File: config.mk
export PLATFORM = sky130hd
export DESIGN_NAME = address_demux2
export DESIGN_NICKNAME = d
export VERILOG_FILES = /design/src/rtl/address_demux2.sv
export SDC_FILE = /design/constraint.sdc
export NUM_CORES = 1
export LEC_CHECK = 0
export ABC_AREA = 1
export CORE_UTILIZATION = 44
export CTS_BUF_LIST = sky130_fd_sc_hd__clkbuf_16
export CTS_CLUSTER_DIAMETER = 60
export DETAILED_ROUTE_END_ITERATION = 8
export PLACE_DENSITY_LB_ADDON = 0.25
export SLEW_MARGIN = 20
export SYNTH_ARGS = -nofsm -noshare
export SYNTH_HDL_FRONTEND = slang
export SYNTH_SLANG_ARGS = --single-unit
File: constraint.sdc
create_clock -name CLK -period 1.9 [get_ports CLK]
set_clock_uncertainty 0.1 [all_clocks]
set_input_delay 0.285 -clock CLK [delete_from_list [all_inputs] [get_ports CLK]]
set_output_delay 0.285 -clock CLK [all_outputs]
set_load 0.005 [all_outputs]
File: src/rtl/address_demux2.sv
// Two-destination address demultiplexer with a one-entry skid buffer per output.
// Optional per-destination transfer counters are built when ADDRESS_DEMUX2_STATS_EN is defined.
module address_demux2 #(
  parameter int unsigned ADDR_WIDTH = 11
) (
  input  logic                  CLK,
  input  logic                  RST,
  input  logic [ADDR_WIDTH-1:0] IADDR,
  input  logic                  IVALID,
  input  logic                  SELECT,
  output logic                  IREADY,
  output logic [ADDR_WIDTH-1:0] OADDR1,
  output logic [ADDR_WIDTH-1:0] OADDR2,
  output logic                  OVALID1,
  output logic                  OVALID2,
  input  logic                  OREADY1,
  input  logic                  OREADY2
`ifdef ADDRESS_DEMUX2_STATS_EN
  ,
  output logic [15:0]           CNT1,
  output logic [15:0]           CNT2
`endif
);

  localparam int unsigned CNT_W = 16;

  typedef enum logic {
    EMPTY = 1'b0,
    FULL  = 1'b1
  } buf_state_e;

  buf_state_e            state1_q, state1_d;
  buf_state_e            state2_q, state2_d;
  logic [ADDR_WIDTH-1:0] oaddr1_q, oaddr1_d;
  logic [ADDR_WIDTH-1:0] oaddr2_q, oaddr2_d;

  logic ready1_c;
  logic ready2_c;
  logic in_xfer1_c;
  logic in_xfer2_c;
  logic out_xfer1_c;
  logic out_xfer2_c;

  // A buffer can accept when empty or when it is being drained on this edge.
  always_comb begin
    ready1_c    = (state1_q == EMPTY) || OREADY1;
    ready2_c    = (state2_q == EMPTY) || OREADY2;
    IREADY      = SELECT ? ready2_c : ready1_c;
    in_xfer1_c  = IVALID && !SELECT && ready1_c;
    in_xfer2_c  = IVALID &&  SELECT && ready2_c;
    out_xfer1_c = (state1_q == FULL) && OREADY1;
    out_xfer2_c = (state2_q == FULL) && OREADY2;
  end

  // Destination 1 buffer next state.
  always_comb begin
    state1_d = state1_q;
    oaddr1_d = oaddr1_q;
    case (state1_q)
      EMPTY: begin
        if (in_xfer1_c) begin
          state1_d = FULL;
          oaddr1_d = IADDR;
        end
      end
      FULL: begin
        if (in_xfer1_c) begin
          state1_d = FULL;
          oaddr1_d = IADDR;
        end else if (out_xfer1_c) begin
          state1_d = EMPTY;
        end
      end
      default: state1_d = EMPTY;
    endcase
  end

  // Destination 2 buffer next state.
  always_comb begin
    state2_d = state2_q;
    oaddr2_d = oaddr2_q;
    case (state2_q)
      EMPTY: begin
        if (in_xfer2_c) begin
          state2_d = FULL;
          oaddr2_d = IADDR;
        end
      end
      FULL: begin
        if (in_xfer2_c) begin
          state2_d = FULL;
          oaddr2_d = IADDR;
        end else if (out_xfer2_c) begin
          state2_d = EMPTY;
        end
      end
      default: state2_d = EMPTY;
    endcase
  end

  always_ff @(posedge CLK or posedge RST) begin
    if (RST) begin
      state1_q <= EMPTY;
      state2_q <= EMPTY;
      oaddr1_q <= '0;
      oaddr2_q <= '0;
    end else begin
      state1_q <= state1_d;
      state2_q <= state2_d;
      oaddr1_q <= oaddr1_d;
      oaddr2_q <= oaddr2_d;
    end
  end

  assign OVALID1 = (state1_q == FULL);
  assign OVALID2 = (state2_q == FULL);
  assign OADDR1  = oaddr1_q;
  assign OADDR2  = oaddr2_q;

`ifdef ADDRESS_DEMUX2_STATS_EN
  logic [CNT_W-1:0] cnt1_q, cnt1_d;
  logic [CNT_W-1:0] cnt2_q, cnt2_d;

  // Saturating per-destination accepted-transfer counters.
  always_comb begin
    cnt1_d = cnt1_q;
    cnt2_d = cnt2_q;
    if (in_xfer1_c && (cnt1_q != {CNT_W{1'b1}})) begin
      cnt1_d = cnt1_q + CNT_W'(1);
    end
    if (in_xfer2_c && (cnt2_q != {CNT_W{1'b1}})) begin
      cnt2_d = cnt2_q + CNT_W'(1);
    end
  end

  always_ff @(posedge CLK or posedge RST) begin
    if (RST) begin
      cnt1_q <= '0;
      cnt2_q <= '0;
    end else begin
      cnt1_q <= cnt1_d;
      cnt2_q <= cnt2_d;
    end
  end

  assign CNT1 = cnt1_q;
  assign CNT2 = cnt2_q;
`endif

endmodule

==> impl_metrics.tcl <==
set metrics [dict create \
    dieArea_um2 2452 \
    finalHoldViolCount 0 \
    syn_area_um2 993.5 \
    syn_avg_cell_area_um2 8.870 \
    cts_made_buffers 3 \
    cp_common_cell "inv_1" \
    coreArea_um2 2042 \
    worstPathMaxFanout 2 \
    slowest_stage "clkdlybuf4s50_1" \
    max-cap-violations 0 \
    criticalPathCategory "input pin to primary output" \
    io_buffers 41 \
    placedCellCount 180 \
    whs_ns 0.2689 \
    clock_sinks 24 \
    grt_overflow 0 \
    synth_cell_type_count 11 \
    drv_slew 0 \
    grt_pass1_vias 906 \
    place.gp.congestion 0.7461 \
    max_freq_ghz 0.6023 \
    wirelength_um 2243 \
    worst_setup_path_start_kind "input pin" \
    critical_path.max_stage_delay_ns 0.47 \
    power_frac_comb_pct 23.2 \
    worst_slew_pin_slew_ns 0.3268 \
    htree_levels 1 \
    syn_inst 112 \
    antennaDiodeCount 0 \
    cts_tree "yes" \
    syn2layout_area_growth_pct 52.27 \
    clkPwrFrac_pct 31.7 \
    dr.pass1.iters 4 \
    swShare_pct 23.34 \
    path_delay_family "buffers and inverters" \
    dpl.hpwl_um 1690 \
    cts_hold_buf 0 \
    slew-limit-headroom_pct 78.16 \
    setup_viol 0 \
    post_drt_wl_per_cell_um 12.19 \
    clkTransAtPathRegs_ns 0.06 \
    vias 892 \
    ant_nets 0 \
    final.period_utilization_pct 87.38 \
    place_area_um2 1435 \
    die_y_um 49.52 \
    power_density_nw_per_um2 919.2 \
    holdCritPathClass "input pin to asynchronous set/reset pin" \
    final_nets 175 \
    clockRootBuffer "clkbuf_16" \
    status "complete, no violations" \
    seqCellArea_um2 600.6 \
    grt_max_degree 25 \
    num-fill-cells 157 \
    track_usage_pct 20.66 \
    via_per_inst 4.848 \
    peakVddDrop_uv 593.4 \
    p_int_mw 1.066 \
    end_kind "primary output" \
    drive_gt1_share_pct 8.280 \
    start_util_pct 48.65 \
    p_sw_uw 324.5 \
    crit_chain "clkdlybuf4s50_1, inv_1, nand2_1, inv_1, o21ai_0, dlygate4sd2_1" \
    post_cts_buffers 0 \
    drtIter0Drc 36 \
    ys_seq_area_share_pct 60.45 \
    die_w_um 49.52 \
    p_leak_nw 0.7636 \
    route.detailed.drc 0 \
    crit_arrival_ns 1.28 \
    clock_latency_ns 0.25 \
    syn_nets 129 \
    timing.final.crit_period_ns 1.660 \
    fin_area_um2 1513 \
    finalPower_mw 1.390 \
    tns_ns 0 \
    antenna_found_initial 0 \
    multiInputGateArea_um2 322.8 \
    rsz0062_at_grt "no" \
    yosysWarnings 0 \
    power_frac_seq_pct 45.1 \
    ys_ff_latch 24 \
    grt_pass1_wl_um 3795 \
    critPathRequiredTime_ns 1.51 \
    ios 42 \
    rows 16 \
    cp_num_buf_inv 4 \
    finalNonFillerCells 184 \
    cts_buffer_depth 2 \
]
-- layer usage --
| layer | global-route usage (%) | part of all wire [%] | wire length [um] |
|---|---|---|---|
| met4 | 9.048 | 2.5 | 55 |
| met3 | 3.395 | 6.6 | 149 |
| met1 | 24.03 | 42 | 931 |
| met2 | 37.21 | 49 | 1106 |
| met5 | 0 | 0 | 0 |
-- what timing repair did --
| action | in CTS | in global routing |
|---|---|---|
| hold endpoints to repair | 0 | 0 |
| setup endpoints to repair | 1 | 0 |
| gates resized for setup | 1 | 0 |
-- state kept, by name (all words and copies together) (netlist names) --
register / flops
OADDR1: 11
OVALID1: 1
OVALID2: 1
OADDR2: 11
-- cell families after synthesis --
group | share of synthesized area [%]
flip-flops | 60.45
buffers and inverters | 7.052
AND/OR/NAND/NOR | 31.49
AO/OA/AOI/OAI | 1.008
-- cell usage after synthesis --
library cell / number / area (um^2)
buf_2: 2 / 10.01
nor2_2: 1 / 6.260
dfrtp_1: 24 / 600.6
inv_1: 5 / 18.77
buf_6: 2 / 22.52
nand2_2: 2 / 12.51
nand2_1: 49 / 183.9
inv_2: 1 / 3.750
buf_4: 2 / 15.01
o21ai_0: 2 / 10.01
nand3_1: 22 / 110.1
-- cells in the final DEF (no fill, tap or decap) --
cell type / netlist / final
clkdlybuf4s50_1: 0 / 40
nand2_1: 49 / 49
dfrtp_1: 24 / 24
dlygate4sd2_1: 0 / 1
nand3_1: 22 / 22
nor2_2: 1 / 1
inv_1: 5 / 5
nand2_2: 2 / 2
clkinv_1: 0 / 1
inv_2: 1 / 1
buf_4: 2 / 6
o21ai_0: 2 / 2
clkbuf_16: 0 / 3
-- worst register-to-register path, delay by kind of cell (launching register included) --
family                 cells  cell delay (ns)
and+or+nand+nor            4             0.51
DFF                        1             0.40
buffers and inverters      1             0.18
-- power by group through the flow --
stage | combinational [mW] | sequential, mW | clock (mW)
2_1_floorplan | 0.103 | 0.641 | 0
3_3_place_gp | 0.319 | 0.633 | 0
3_5_place_dp | 0.326 | 0.636 | 0
4_1_cts | 0.328 | 0.628 | 0.454
5_1_grt | 0.354 | 0.639 | 0.473
6_report | 0.323 | 0.627 | 0.440
-- through the flow --
stage	utilization (%)	setup slack, ns
finish	74.08	0.2397
detailed placement	70.28	-0.04012
global placement	70.28	0.001737
CTS	74.08	0.2249
floorplan	-	0.6746
global route	74.08	0.1645
-- worst paths after layout --
path	start	endpoint	slack, ns	cells after the start
worst max-delay path	OREADY1	IREADY	0.24	6
worst min-delay path	RST	OADDR1[6]	0.27	3
worst max register to register	OVALID1	OADDR1[9]	0.60	5
worst min register to register	OADDR1[10]	OADDR1[10]	0.37	2
max in group asynchronous	RST	OADDR2[5]	1.20	3
min in group CLK	OADDR1[10]	OADDR1[10]	0.37	2
-- layout make-up --
cell class | count | area share (%)
clock buffer | 3 | 4.963
clock inverter | 1 | 0.2481
inverter | 6 | 1.489
multi-input combinational | 76 | 21.34
sequential | 24 | 39.70
tap | 27 | 2.233
timing repair buffer | 47 | 30.02
No activity file was read; power rests on OpenSTA's default activity.
